===== src/rtl/div_share_arb_pkg.sv =====
// rtl/div_share_arb_pkg.sv - shared types and constants for the shared-divider arbiter
package div_share_arb_pkg;

    typedef enum logic [1:0] {
        IDLE  = 2'd0,
        ISSUE = 2'd1,
        WAIT  = 2'd2,
        RESP  = 2'd3
    } state_t;

    // Wide enough for any supported W; the top slices it down.
    localparam int MAX_W = 64;
    localparam logic [MAX_W-1:0] DBZ_RESULT = '1;

    function automatic int clog2(input int v);
        int r;
        r = 0;
        while ((1 << r) < v) begin
            r = r + 1;
        end
        return r;
    endfunction

endpackage


===== src/rtl/div_share_arb_rr_pick.sv =====
// rtl/div_share_arb_rr_pick.sv - combinational round-robin picker starting at rr_ptr
module div_share_arb_rr_pick #(
    parameter int N_REQ = 4,
    parameter int IW    = 2
) (
    input  logic [N_REQ-1:0] req,
    input  logic [IW-1:0]    rr_ptr,
    output logic [IW-1:0]    win_idx,
    output logic             any_req
);

    // Scan from the farthest offset down so the one nearest rr_ptr wins last.
    always_comb begin
        int j;
        win_idx = '0;
        any_req = 1'b0;
        j       = 0;
        for (int i = N_REQ - 1; i >= 0; i--) begin
            j = int'(rr_ptr) + i;
            if (j >= N_REQ) begin
                j = j - N_REQ;
            end
            if (req[IW'(j)]) begin
                win_idx = IW'(j);
                any_req = 1'b1;
            end
        end
    end

endmodule


===== src/rtl/div_share_arb.sv =====
// rtl/div_share_arb.sv - round-robin sequencer sharing one divider among N requesters
module div_share_arb
    import div_share_arb_pkg::*;
#(
    parameter int N_REQ   = 4,
    parameter int W       = 32,
    parameter int DIV_LAT = 3
) (
    input  logic               clk,
    input  logic               rst,
    input  logic [N_REQ-1:0]   req,
    input  logic [N_REQ*W-1:0] req_a,
    input  logic [N_REQ*W-1:0] req_b,
    output logic [N_REQ-1:0]   gnt,
    output logic [N_REQ-1:0]   rsp_valid,
    output logic [W-1:0]       rsp_data,
    output logic               rsp_dbz,
    output logic               busy,
    output logic [W-1:0]       alu_a,
    output logic [W-1:0]       alu_b,
    output logic               ena_div,
    output logic               rst_div,
    input  logic [W-1:0]       alu_out
);

    localparam int IW = clog2(N_REQ);
    localparam int CW = clog2(DIV_LAT) + 1;

    state_t           state, state_n;
    logic [IW-1:0]    rr_ptr, rr_ptr_n;
    logic [IW-1:0]    win_q, win_q_n;
    logic [IW-1:0]    pick_idx;
    logic             any_req;
    logic [W-1:0]     op_a, op_a_n, op_b, op_b_n;
    logic [CW-1:0]    cnt, cnt_n;
    logic [W-1:0]     res_q, res_n;
    logic             dbz_q, dbz_n;
    logic [N_REQ-1:0] gnt_n, rsp_valid_n;
    logic [W-1:0]     rsp_data_n, alu_a_n, alu_b_n;
    logic             rsp_dbz_n, ena_div_n, rst_div_n;

    div_share_arb_rr_pick #(
        .N_REQ (N_REQ),
        .IW    (IW)
    ) u_rr_pick (
        .req     (req),
        .rr_ptr  (rr_ptr),
        .win_idx (pick_idx),
        .any_req (any_req)
    );

    always_comb begin
        state_n     = state;
        rr_ptr_n    = rr_ptr;
        win_q_n     = win_q;
        op_a_n      = op_a;
        op_b_n      = op_b;
        cnt_n       = cnt;
        res_n       = res_q;
        dbz_n       = dbz_q;
        gnt_n       = '0;
        rsp_valid_n = '0;
        rsp_data_n  = rsp_data;
        rsp_dbz_n   = rsp_dbz;
        alu_a_n     = alu_a;
        alu_b_n     = alu_b;
        ena_div_n   = 1'b0;
        rst_div_n   = 1'b0;
        case (state)
            IDLE: begin
                if (any_req) begin
                    win_q_n = pick_idx;
                    op_a_n  = req_a[pick_idx*W +: W];
                    op_b_n  = req_b[pick_idx*W +: W];
                    state_n = ISSUE;
                end
            end
            ISSUE: begin
                gnt_n = N_REQ'(1) << win_q;
                // Divide-by-zero never touches the divider.
                if (op_b == '0) begin
                    res_n   = DBZ_RESULT[W-1:0];
                    dbz_n   = 1'b1;
                    state_n = RESP;
                end else begin
                    alu_a_n   = op_a;
                    alu_b_n   = op_b;
                    ena_div_n = 1'b1;
                    rst_div_n = 1'b1;
                    cnt_n     = '0;
                    state_n   = WAIT;
                end
            end
            WAIT: begin
                ena_div_n = 1'b1;
                rst_div_n = 1'b1;
                cnt_n     = cnt + 1'b1;
                if (cnt == CW'(DIV_LAT - 1)) begin
                    res_n   = alu_out;
                    dbz_n   = 1'b0;
                    state_n = RESP;
                end
            end
            RESP: begin
                rsp_valid_n = N_REQ'(1) << win_q;
                rsp_data_n  = res_q;
                rsp_dbz_n   = dbz_q;
                rr_ptr_n    = (win_q == IW'(N_REQ - 1)) ? '0 : win_q + 1'b1;
                state_n     = IDLE;
            end
            default: state_n = IDLE;
        endcase
    end

    always_ff @(posedge clk) begin
        if (!rst) begin
            state     <= IDLE;
            rr_ptr    <= '0;
            win_q     <= '0;
            op_a      <= '0;
            op_b      <= '0;
            cnt       <= '0;
            res_q     <= '0;
            dbz_q     <= 1'b0;
            gnt       <= '0;
            rsp_valid <= '0;
            rsp_data  <= '0;
            rsp_dbz   <= 1'b0;
            busy      <= 1'b0;
            alu_a     <= '0;
            alu_b     <= '0;
            ena_div   <= 1'b0;
            rst_div   <= 1'b0;
        end else begin
            state     <= state_n;
            rr_ptr    <= rr_ptr_n;
            win_q     <= win_q_n;
            op_a      <= op_a_n;
            op_b      <= op_b_n;
            cnt       <= cnt_n;
            res_q     <= res_n;
            dbz_q     <= dbz_n;
            gnt       <= gnt_n;
            rsp_valid <= rsp_valid_n;
            rsp_data  <= rsp_data_n;
            rsp_dbz   <= rsp_dbz_n;
            busy      <= (state_n != IDLE);
            alu_a     <= alu_a_n;
            alu_b     <= alu_b_n;
            ena_div   <= ena_div_n;
            rst_div   <= rst_div_n;
        end
    end

endmodule


===== config.mk =====
export PLATFORM = sky130hd
export DESIGN_NAME = div_share_arb
export DESIGN_NICKNAME = d
export VERILOG_FILES = /design/src/rtl/div_share_arb_pkg.sv /design/src/rtl/div_share_arb_rr_pick.sv /design/src/rtl/div_share_arb.sv
export SDC_FILE = /design/constraint.sdc
export NUM_CORES = 1
export LEC_CHECK = 0
export CAP_MARGIN = 20
export CORE_ASPECT_RATIO = 1.4
export CORE_MARGIN = 5
export CORE_UTILIZATION = 44
export CTS_CLUSTER_DIAMETER = 40
export CTS_CLUSTER_SIZE = 25
export DETAILED_ROUTE_END_ITERATION = 8
export PLACE_DENSITY = 0.87
export SYNTH_ARGS = -nofsm -noshare
export SYNTH_HDL_FRONTEND = slang
export SYNTH_SLANG_ARGS = --single-unit

===== constraint.sdc =====
create_clock -name clk -period 2.6 [get_ports clk]
set_clock_uncertainty 0.1 [all_clocks]
set_input_delay 0.39 -clock clk [delete_from_list [all_inputs] [get_ports clk]]
set_output_delay 0.39 -clock clk [all_outputs]
set_load 0.01 [all_outputs]

# Word level (Yosys, flattened, before mapping)
# Index checks and enable logic that the tools add are counted.
# Widths: inputs -> output; s select.
[classes]
n_lt_le_gt_ge = 8
n_eq_ne = 8
bitwise = 1
n_mux = 39
shifts = 3
reduce_logical = 10
add_sub_neg = 9
[op_table]
columns = ["operator", "n"]
rows = [
  ["$shiftx 128x8->32", 2],
  ["$mux 32", 2],
  ["$pmux 32 s2", 1],
  ["$logic_not 32->1", 1],
  ["$mux 2", 11],
  ["$lt 2x4->1 const B", 4],
  ["$mux 1", 16],
  ["$reduce_and 2->1", 5],
  ["$ge 3x3->1 const B", 3],
  ["$bmux 1 s2", 4],
  ["$pmux 2 s4", 1],
  ["$sub 2x1->2 const B", 4],
  ["$add 2x2->3 const B", 2],
  ["$eq 2x2->1 const B", 3],
  ["$ne 2x2->1 const B", 3],
  ["$pmux 3 s2", 1],
  ["$pmux 1 s2", 2],
  ["$reduce_bool 2->1", 2],
  ["$shl 1x2->4 const A", 1],
  ["$add 2x1->3 const B", 1],
  ["$add 3x1->3 const B", 1],
  ["$eq 3x2->1 const B", 1],
  ["$ge 2x3->1 const B", 1],
  ["$mux 3", 1],
  ["5 further kinds", 5],
]
[word_totals]
reg_bits = 213

# Longest topological paths before layout
# Gate-level depths: netlist of run 1.
[depth]
word_depth = 13
depth_mapped = 8
depth_no_buf = 7

# Cells and area by module
# Synthesis of run 1 repeated with hierarchy kept, for this count alone.
[hier_totals]
cells_unflattened = 994
hier_area_um2 = 9699.3
[by_module_without_submodules]
columns = ["mod", "seq_area_each_um2", "cells_each", "area_per_inst_um2", "instances"]
rows = [
  ["div_share_arb", 4264.1, 981, 9621.7, 1],
  ["div_share_arb_rr_pick", 0.0, 13, 77.6, 1],
]

# Least setup slack after synthesis of run 1
# No wires, ideal clock.
[synth_timing]
path_type = "register to register"
start = "register state[0]"
end = "register op_a[0]"
arrival_ps = 1700
setup_time_ps = 79
required_time_ps = 2421
period_less_slack_ps = 1879
path_slack_ps = 721
stages_incl_launch_ff = 9
cell_sequence = "dfxtp_1 inv_1 ha_1 o41a_1 nand2_1 nor4_4 buf_6 o21ai_2 o211ai_1"
[synth_between]
elab_chain_cells = 2
[synth_rtl]
columns = ["item", "line", "text"]
rows = [
  ["from (decl)", "div_share_arb.sv:29", "state_t state, state_n;"],
  ["from (signal assigned)", "div_share_arb.sv:135", "state <= state_n;"],
  ["$logic_not 2->1", "div_share_arb.sv:69", "case (state)"],
  ["$reduce_and 2->1 (no line)", "-", ""],
  ["to (signal assigned)", "div_share_arb.sv:138", "op_a <= op_a_n;"],
  ["to (decl)", "div_share_arb.sv:34", "logic [W-1:0] op_a, op_a_n, op_b, op_b_n;"],
]
# Every way passes these cells.
# A chain may end at the register's enable or synchronous reset.

# Final worst setup path of run 1
[layout_timing]
start = "input port req[2]"
end = "register op_a[6]"
[layout_between]
elab_chain_cells = 8
word_cells_on_any_way = 22
cone_classes = "shift: 1; mux: 20; reduce/logical: 1"
[layout_rtl]
columns = ["item", "line", "text"]
rows = [
  ["from (decl)", "div_share_arb.sv:11", "input logic [N_REQ-1:0] req,"],
  ["$bmux 1 s2", "div_share_arb_rr_pick.sv:23", "if (req[IW'(j)]) begin"],
  ["$mux 1 (implied by the code) (2 in a row)", "div_share_arb_rr_pick.sv:23", ""],
  ["$mux 2 / $mux 1 (equally long branches) (4 in a row)", "div_share_arb_rr_pick.sv:23", ""],
  ["$shiftx 128x8->32 / $reduce_and 2->1 (equally long branches)", "-", ""],
]
# Parallel ways exist; a longest one is shown, timed or not. The select of a mux whose other input is x is not followed.

==> results of run 1 <==
cell usage in the layout, fill, tap and decap left out, drive strengths merged, types with 2 or more instances in the layout:
cell type,n
nor3,2
nand4,2
o211ai,64
nand2,233
o22ai,2
dfxtp,213
clkinv,5
nand2b,2
o21ai,103
o41a,2
nor4,9
o21a,2
nor2b,42
clkbuf,28
nor2,8
nand3,2
and2,2
and3,72
mux2i,131
clkdlybuf4s50,400
a21oi,4
ha,11
buf,27
inv,24
a21boi,128
metrics by stage:
| stage | worst slack, ns | total power (uW) |
|---|---|---|
| after global placement | -0.0334 | 7180 |
| after CTS | 0.333 | 11200 |
| after detailed placement | -0.161 | 7290 |
| after floorplan | 0.721 | 5940 |
| final | 0.342 | 11100 |
| after global routing | 0.167 | 11700 |
layout make-up:
cell class              instances  area, um^2  share of cell area, %
multi-input cells             828        5510                   35.5
repair buffers                427        4370                   28.1
flip-flops and latches        213        4260                   27.5
inverters                       9        33.8                  0.218
well taps                     306         383                   2.47
clock inverters                20         280                   1.80
clock buffers                  28         689                   4.44
metal layers:
layer | global-route usage, % | vias up | wire length (um)
li1 | - | 4728 | -
met1 | 27.9 | 4551 | 13100
met2 | 43.9 | 389 | 17300
met3 | 7.50 | 89 | 3040
met4 | 9.75 | 8 | 1440
met5 | 0 | - | 48
worst max-delay path, delay by kind of cell:
family,cells,cell delay (ns)
and+or+nand+nor,1,0.21
AOI/OAI and AO/OA,4,0.73
buffers and inverters,2,1.15
state kept, by name, indices dropped and copies added (netlist names), 3 cells and up:
name       count
gnt            4
res_q         32
op_b          32
rsp_data      32
alu_b         32
cnt            3
alu_a         32
rsp_valid      4
op_a          32
report_power, final:
part	internal [uW]	switching (uW)	leakage, uW
sequential	3870	363	0.00174
combinational	1470	1520	0.00344
clock	2130	1770	0.000473
cell families after synthesis:
| family | synth area share (%) |
|---|---|
| flip-flops | 41.6 |
| AND/OR/NAND/NOR | 17.4 |
| AO/OA/AOI/OAI | 21.9 |
| adder cells (fa/ha/maj) | 1.34 |
| multiplexers | 12.8 |
| buffers and inverters | 5.04 |
path summary, 6_finish.rpt:
path / end / start / cells after the start
setup / recovery: op_a[6] / req[2] / 7
hold / removal: alu_b[9] / rst / 2
setup reg to reg: res_q[2] / op_b[27] / 6
hold reg to reg: alu_a[28] / op_a[28] / 2
==> results_dict.tcl, run 1 <==
set metrics [dict create \
    run_status "finished, final reports clean" \
    ctsLongestPathBuffers 3 \
    place_area_mm2 0.0146 \
    final_core_util_pct 67.2 \
    vias 9765 \
    place_inst 1783 \
    clk_pin_slew_ns 0.08 \
    path_class "in -> reg" \
    diodes 0 \
    syn_avg_cell_area_um2 8.91 \
    io_pins 402 \
    via_per_inst 5.33 \
    cp-end-kind "flip-flop" \
    whs_ns 0.151 \
    setup_viol_count_final 0 \
    required_ns 2.89 \
    synth_area_leaders "dfxtp_1 42%, mux2i_1 13%, nand2_1 8.5%, a21boi_0 5.4%, o211ai_1 4.7%" \
    ys_seq_area_share_pct 41.6 \
    ys_ff_latch 213 \
    ir_worst_vdd_mv 0.533 \
    ctsRootBufferMaster "clkbuf_16" \
    firstDrtPassIters 5 \
    nNetsFinal 1810 \
    fin_area_mm2 0.0155 \
    wl_mm 34.9 \
    reg2reg_setup_slack_ns 0.39 \
    grt_use_total_pct 24.8 \
    die_area_mm2 0.0265 \
    finalCritPeriodShare_pct 86.8 \
    gp_congestion 0.879 \
    synth.top_cell.area_share_pct 41.6 \
    syn_area_mm2 0.0103 \
    finalHoldViolations 0 \
    ant_nets 0 \
    drcViolationCount 0 \
    finalMaxSlewViolations 0 \
    drtIter0Drc 445 \
    die_w_um 139 \
    synth_edf_count 0 \
    setup_tns_ns 0 \
    htree_levels 1 \
    nFillCells 1829 \
    path_cells "clkdlybuf4s50_1 -> nor2b_1 -> a311o_2 -> buf_4 -> a21boi_0 -> o21ai_2 -> o211ai_1" \
    cts_tree "built" \
    cts_buffers 26 \
    yosysWarningCount 0 \
    drv_cap 0 \
    async_flop_share_pct 0 \
    cts_setup_buffers 0 \
    grt_max_degree 104 \
    final_cells 1831 \
    synth_ff_type "dfxtp_1" \
    cts_resized 0 \
    hold_path_class "in -> reg" \
    clock-sinks 213 \
    clock_latency_ns 0.53 \
    grt_pass1_wl_mm 53.2 \
    p_per_area_mw_per_mm2 716 \
    drive_gt1_share_pct 8.85 \
    cp-start-kind "input port" \
    fp.coreArea_mm2 0.0231 \
    antenna_found_initial 4 \
    fmax_mhz 443 \
    cp_data_arrival_time_ns 2.55 \
    ys_top_cells_by_count "233 x nand2_1, 213 x dfxtp_1, 131 x mux2i_1" \
    synth_nets 1456 \
    die_y_um 191 \
    syn_inst 1151 \
    slew_headroom_pct 45.1 \
    hpwl_mm 25.6 \
    start_util_pct 44.4 \
    yosysTopAreaCell "dfxtp_1" \
    finalCriticalPeriod_ns 2.26 \
    wl_per_cell_um 19.1 \
    p_leak_uw 0.00566 \
    syn_to_final_growth_pct 51.4 \
    grt.overflow.total 0 \
    slowest_stage "buf_4" \
    rows 66 \
    yosysMostFrequentCell "nand2_1" \
    synth_cell_types 38 \
    rsz0062_at_grt "false" \
    grt_pass1_vias 9752 \
    cts_hold_buf 0 \
    worstMarginPinSlew_ns 0.824 \
    slowest_delay_ns 0.62 \
    placement.io_buffers 401 \
    crit_fanout 99 \
]
(Power assumes the default switching activity.)
==> run 2: changes to the inputs <==
- CORE_ASPECT_RATIO: 1.4 -> unset
- SLEW_MARGIN: unset -> 20
==> results_dict.tcl, run 2 (synthesized netlist as in run 1, its figures left out) <==
set metrics [dict create \
    ant_nets 0 \
    wirelength_met1_mm 13.7 \
    drcViolationCount 0 \
    wl_mm 37.2 \
    syn_to_final_growth_pct 54.3 \
    timing.rr.start "state[0]" \
    io_pins 402 \
    cts_hold_buf 0 \
    clock-sinks 213 \
    hold_path_class "in -> reg" \
    r2r-end "op_b[17]" \
    layout_common_cells "400 x clkdlybuf4s50_1, 233 x nand2_1, 213 x dfxtp_1" \
    power.share.switching_pct 30.4 \
    final_core_util_pct 69.5 \
    antenna_found_initial 10 \
    drive_gt1_share_pct 9.96 \
    pwr-share-clk_pct 38.8 \
    clk_pin_slew_ns 0.05 \
    worstSetupEndpoint "op_b[17]" \
    drv_cap 0 \
    gp_congestion 0.927 \
    via_per_inst 5.40 \
    cp-start-kind "flip-flop" \
    cts_setup_buffers 0 \
    p_leak_uw 0.00579 \
    routed.top_layer "met5" \
    wl_met3_mm 3.29 \
    ctsRootBufferMaster "clkbuf_16" \
    grt.overflow.total 0 \
    clock_latency_ns 0.49 \
    finalCritPeriodShare_pct 87.2 \
    nNetsFinal 1825 \
    die_area_mm2 0.0265 \
    wl_per_cell_um 20.0 \
    slew_headroom_pct 65.8 \
    start_util_pct 45.0 \
    htree_levels 2 \
    setup_tns_ns 0 \
    cts_buffers 35 \
    firstDrtPassIters 5 \
    placement.io_buffers 401 \
    ctsLongestPathBuffers 3 \
    drtIter0Drc 686 \
    run_status "finished, final reports clean" \
    hpwl_mm 27.5 \
    cts_resized 0 \
    fmax_mhz 441 \
    route.met2.wl_mm 18.5 \
    setup_viol_count_final 0 \
    grt_max_degree 129 \
    grt_pass1_vias 10300 \
    rows 55 \
    finalHoldViolations 0 \
    final_common_cell "clkdlybuf4s50_1" \
    fp.coreArea_mm2 0.0228 \
    power_frac_comb_pct 25.5 \
    ir_worst_vdd_mv 0.469 \
    p_int_uw 8310 \
    cp-end-kind "flip-flop" \
    finalCriticalPeriod_ns 2.27 \
    vias 10100 \
    grt_pass1_wl_mm 55.4 \
    slowest_delay_ns 0.35 \
    cts_tree "built" \
    slowest_stage "o41a_1" \
    path_cells "inv_1 -> ha_1 -> o41a_1 -> nand2_1 -> or2_2 -> buf_12 -> o211ai_1" \
    grt_use_total_pct 26.4 \
    crit_fanout 64 \
    setup.worst_path.start "state[0]" \
    ff2ff_path_depth 7 \
    worstMarginPinSlew_ns 0.514 \
    reg2reg_setup_slack_ns 0.33 \
    seq_power_share_pct 35.7 \
    netSwitchingPower_uw 3630 \
    path_class "reg -> reg" \
    required_ns 2.91 \
    rsz0062_at_grt "false" \
    die_y_um 163 \
    finalMaxSlewViolations 0 \
    cp_data_arrival_time_ns 2.58 \
    p_per_area_mw_per_mm2 755 \
    die_w_um 163 \
    p_total_uw 11900 \
]
-- run 2: per-stage QoR --
stage | instances | hold WS (ns) | worst slack, ns | instance area, um^2
after floorplan | 1151 | 0.331 | 0.721 | 10300
after global placement | 1796 | 0.337 | 0.0941 | 14600
after detailed placement | 1796 | 0.344 | 0.0690 | 14600
after CTS | 1859 | 0.260 | 0.339 | 15800
after global routing | 1862 | 0.286 | 0.190 | 15800
final | 1864 | 0.270 | 0.332 | 15800
-- run 2: worst min path at each step --
stage             start        to  slack (ns)  cells past startpoint
3_5_place_dp   alu_b[4]  alu_b[4]        0.34                      2
5_1_grt             rst  win_q[1]        0.29                      2
6_report            rst  alu_b[5]        0.27                      2
3_3_place_gp    op_a[2]  alu_a[2]        0.34                      2
2_1_floorplan   op_a[0]  alu_a[0]        0.33                      2
4_1_cts             rst  alu_b[4]        0.26                      2
-- run 2: power groups by stage --
| stage | registers [uW] | logic (uW) | clock network [uW] |
|---|---|---|---|
| floorplan | 4250 | 1690 | 0 |
| global placement | 4280 | 2970 | 0 |
| detailed placement | 4310 | 3040 | 0 |
| CTS | 4250 | 3060 | 4700 |
| global route | 4330 | 3280 | 4840 |
| finish | 4260 | 3050 | 4630 |
-- run 2: routing by layer --
metal | up-vias | global-route usage [%]
met1 | 4694 | 29.5
li1 | 4767 | -
met2 | 462 | 46.4
met3 | 121 | 7.97
met4 | 14 | 11.9
met5 | - | 0
-- run 2: final cells by class --
class                   instances  area [um^2]
clock buffers                  42          975
clock inverters                21          228
diodes                          5         12.5
multi-input cells             828         5510
flip-flops and latches        213         4260
well taps                     313          392
inverters                       9         33.8
fillers                      1718         6950
repair buffers                433         4410
-- run 2: worst max-delay path, delay by kind of cell, from the launching register on --
kind	cells	cell delay (ns)
adder cells (fa/ha/maj)	1	0.21
AND/OR/NAND/NOR	2	0.50
AO/OA/AOI/OAI	2	0.59
flip-flops	1	0.34
buffers and inverters	2	0.35
==> run 3: changes to the inputs <==
- CORE_ASPECT_RATIO: unset -> 0.5
- CORE_UTILIZATION: 44 -> 43
- PLACE_DENSITY: 0.87 -> 0.86
- SYNTH_HIERARCHICAL: unset -> 1
==> results_dict.tcl, run 3 <==
set metrics [dict create \
    layout_common_cells "400 x clkdlybuf4s50_1, 300 x nand2_1, 213 x dfxtp_1" \
    power.share.switching_pct 31.5 \
    cts_setup_buffers 0 \
    cts_hold_buf 0 \
    rsz0062_at_grt "false" \
    slowest_stage "nor3_1" \
    gp_congestion 0.894 \
    finalMaxSlewViolations 0 \
    run_status "finished, final reports clean" \
    setup_tns_ns 0 \
    slowest_delay_ns 0.62 \
    cts_tree "built" \
    synth_cell_types 34 \
    drv_cap 0 \
    use_met1_pct 27.8 \
    hpwl_mm 23.2 \
    diodes 0 \
    cp-start-kind "flip-flop" \
    p_leak_uw 0.00527 \
    cts_resized 0 \
    syn_area_mm2 0.00970 \
    clock_latency_ns 0.51 \
    synth_area_leaders "dfxtp_1 44%, mux4_2 15%, nand2_1 12%, a21boi_0 10%, mux2i_1 7.0%" \
    pwr-share-clk_pct 32.5 \
    vias 8728 \
    htree_levels 1 \
    rows 38 \
    yosysMostFrequentCell "nand2_1" \
    crit_fanout 5 \
    ys_top_cells_by_count "301 x nand2_1, 213 x dfxtp_1, 130 x a21boi_0" \
    wl_per_cell_um 18.2 \
    critical-path-top-delay-family "simple AND/OR/NAND/NOR gates" \
    place_inst 1634 \
    synth_edf_count 0 \
    slew_headroom_pct 62.4 \
    p_int_uw 7480 \
    ys_seq_area_share_pct 44.0 \
    die_y_um 116 \
    nNetsFinal 1664 \
    final_core_util_pct 68.1 \
    clk_pin_slew_ns 0.07 \
    path_cells "nor4_1 -> nand4_1 -> nor3_1 -> a21oi_1 -> o22ai_1" \
    grt_pass1_vias 8880 \
    cp-end-kind "flip-flop" \
    final_cells 1674 \
    critPathBufInv 0 \
    synth.top_cell.area_share_pct 44.0 \
    synth_nets 1299 \
    netSwitchingPower_uw 3440 \
    drive_gt1_share_pct 9.61 \
    p_per_area_mw_per_mm2 732 \
    grt_use_total_pct 22.3 \
    hold_start "rst" \
    power_frac_comb_pct 28.8 \
    firstDrtPassIters 5 \
    placement.io_buffers 401 \
    pre_cts_ws_ns -0.119 \
    start_util_pct 44.3 \
    via_per_inst 5.21 \
    worstMarginPinSlew_ns 0.559 \
    yosysTopAreaCell "dfxtp_1" \
    clock-sinks 213 \
    die_w_um 222 \
    syn_avg_cell_area_um2 9.76 \
    drtIter0Drc 668 \
    syn_to_final_growth_pct 53.8 \
    cts_buffers 23 \
    fin_ws_ns 0.279 \
    path_class "reg -> reg" \
    grt_pass1_wl_mm 47.3 \
    yosysWarningCount 6 \
    ys_ff_latch 213 \
    fmax_mhz 431 \
    syn_inst 994 \
    cp_data_arrival_time_ns 2.63 \
    ctsLongestPathBuffers 3 \
    hold_path_class "in -> reg" \
    ctsRootBufferMaster "clkbuf_16" \
    antenna_found_initial 0 \
    final_common_cell "clkdlybuf4s50_1" \
    ir_worst_vdd_mv 0.505 \
    seq_power_share_pct 38.7 \
    grt_max_degree 81 \
    met3_usage_pct 3.59 \
    setup.worst_path.start "op_b[18]" \
    finalHoldViolations 0 \
    grtUsageMet2_pct 41.1 \
    synth_ff_type "dfxtp_1" \
    wl_mm 30.4 \
    async_flop_share_pct 0 \
    ant_nets 0 \
    required_ns 2.91 \
    fp.coreArea_mm2 0.0219 \
    top_usage_layer "met2" \
    die_area_mm2 0.0258 \
    finalCritPeriodShare_pct 89.3 \
    setup_viol_count_final 0 \
    finalCriticalPeriod_ns 2.32 \
    grt.overflow.total 0 \
    drcViolationCount 0 \
    io_pins 402 \
    timing.rr.start "op_b[18]" \
]
-- run 3: cell count changes in the layout (fill, tap and decap cells not counted), moves of 16 or more --
| cell | before | now |
|---|---|---|
| o21ai_1 | 16 | 0 |
| o21ai_2 | 50 | 0 |
| a21boi_0 | 74 | 130 |
| nand2_1 | 233 | 300 |
| and3_1 | 72 | 8 |
| mux4_2 | 0 | 64 |
| mux2i_1 | 131 | 68 |
| o211ai_1 | 64 | 0 |
| a21boi_1 | 54 | 0 |
-- run 3: final timing paths --
check	endpoint	depth (start not counted)	slack, ns
max	cnt[0]	5	0.28
min	win_q[1]	2	0.25
max reg2reg	cnt[0]	5	0.28
min reg2reg	alu_a[28]	2	0.36
-- run 3: final cells by class --
class / count / area [um^2]
clock buffers: 23 / 576
clock inverters: 17 / 264
fillers: 1623 / 7000
inverters: 8 / 30.0
multi-input cells: 693 / 5100
flip-flops and latches: 213 / 4260
well taps: 300 / 375
repair buffers: 420 / 4310
-- run 3: metrics by stage --
step | hold slack (ns) | area [um^2] | power [uW]
2_1_floorplan | 0.334 | 9700 | 6040
3_3_place_gp | 0.341 | 14100 | 7300
3_5_place_dp | 0.350 | 14100 | 7450
4_1_cts | 0.235 | 14900 | 11000
5_1_grt | 0.265 | 14900 | 11500
6_report | 0.248 | 14900 | 10900
-- run 3: power by group through the flow --
| stage | clock, uW | sequential [uW] | combinational [uW] |
|---|---|---|---|
| 2_1_floorplan | 0 | 4250 | 1790 |
| 3_3_place_gp | 0 | 4250 | 3060 |
| 3_5_place_dp | 0 | 4290 | 3160 |
| 4_1_cts | 3630 | 4220 | 3170 |
| 5_1_grt | 3780 | 4290 | 3430 |
| 6_report | 3550 | 4230 | 3140 |
-- run 3: logic make-up after synthesis --
kind of cell | count (synthesis) | share of synthesized area [%]
compound gates | 174 | 12.7
fa+ha+maj | 11 | 1.42
mux | 132 | 21.9
simple gates | 376 | 16.3
buf+inv | 88 | 3.75
flops | 213 | 44.0
-- run 3: per-layer routing --
metal / part of all wire, % / wire [um]
met1: 40 / 12300
met2: 52 / 15700
met3: 5.0 / 1530
met4: 2.9 / 887
met5: 0 / 0
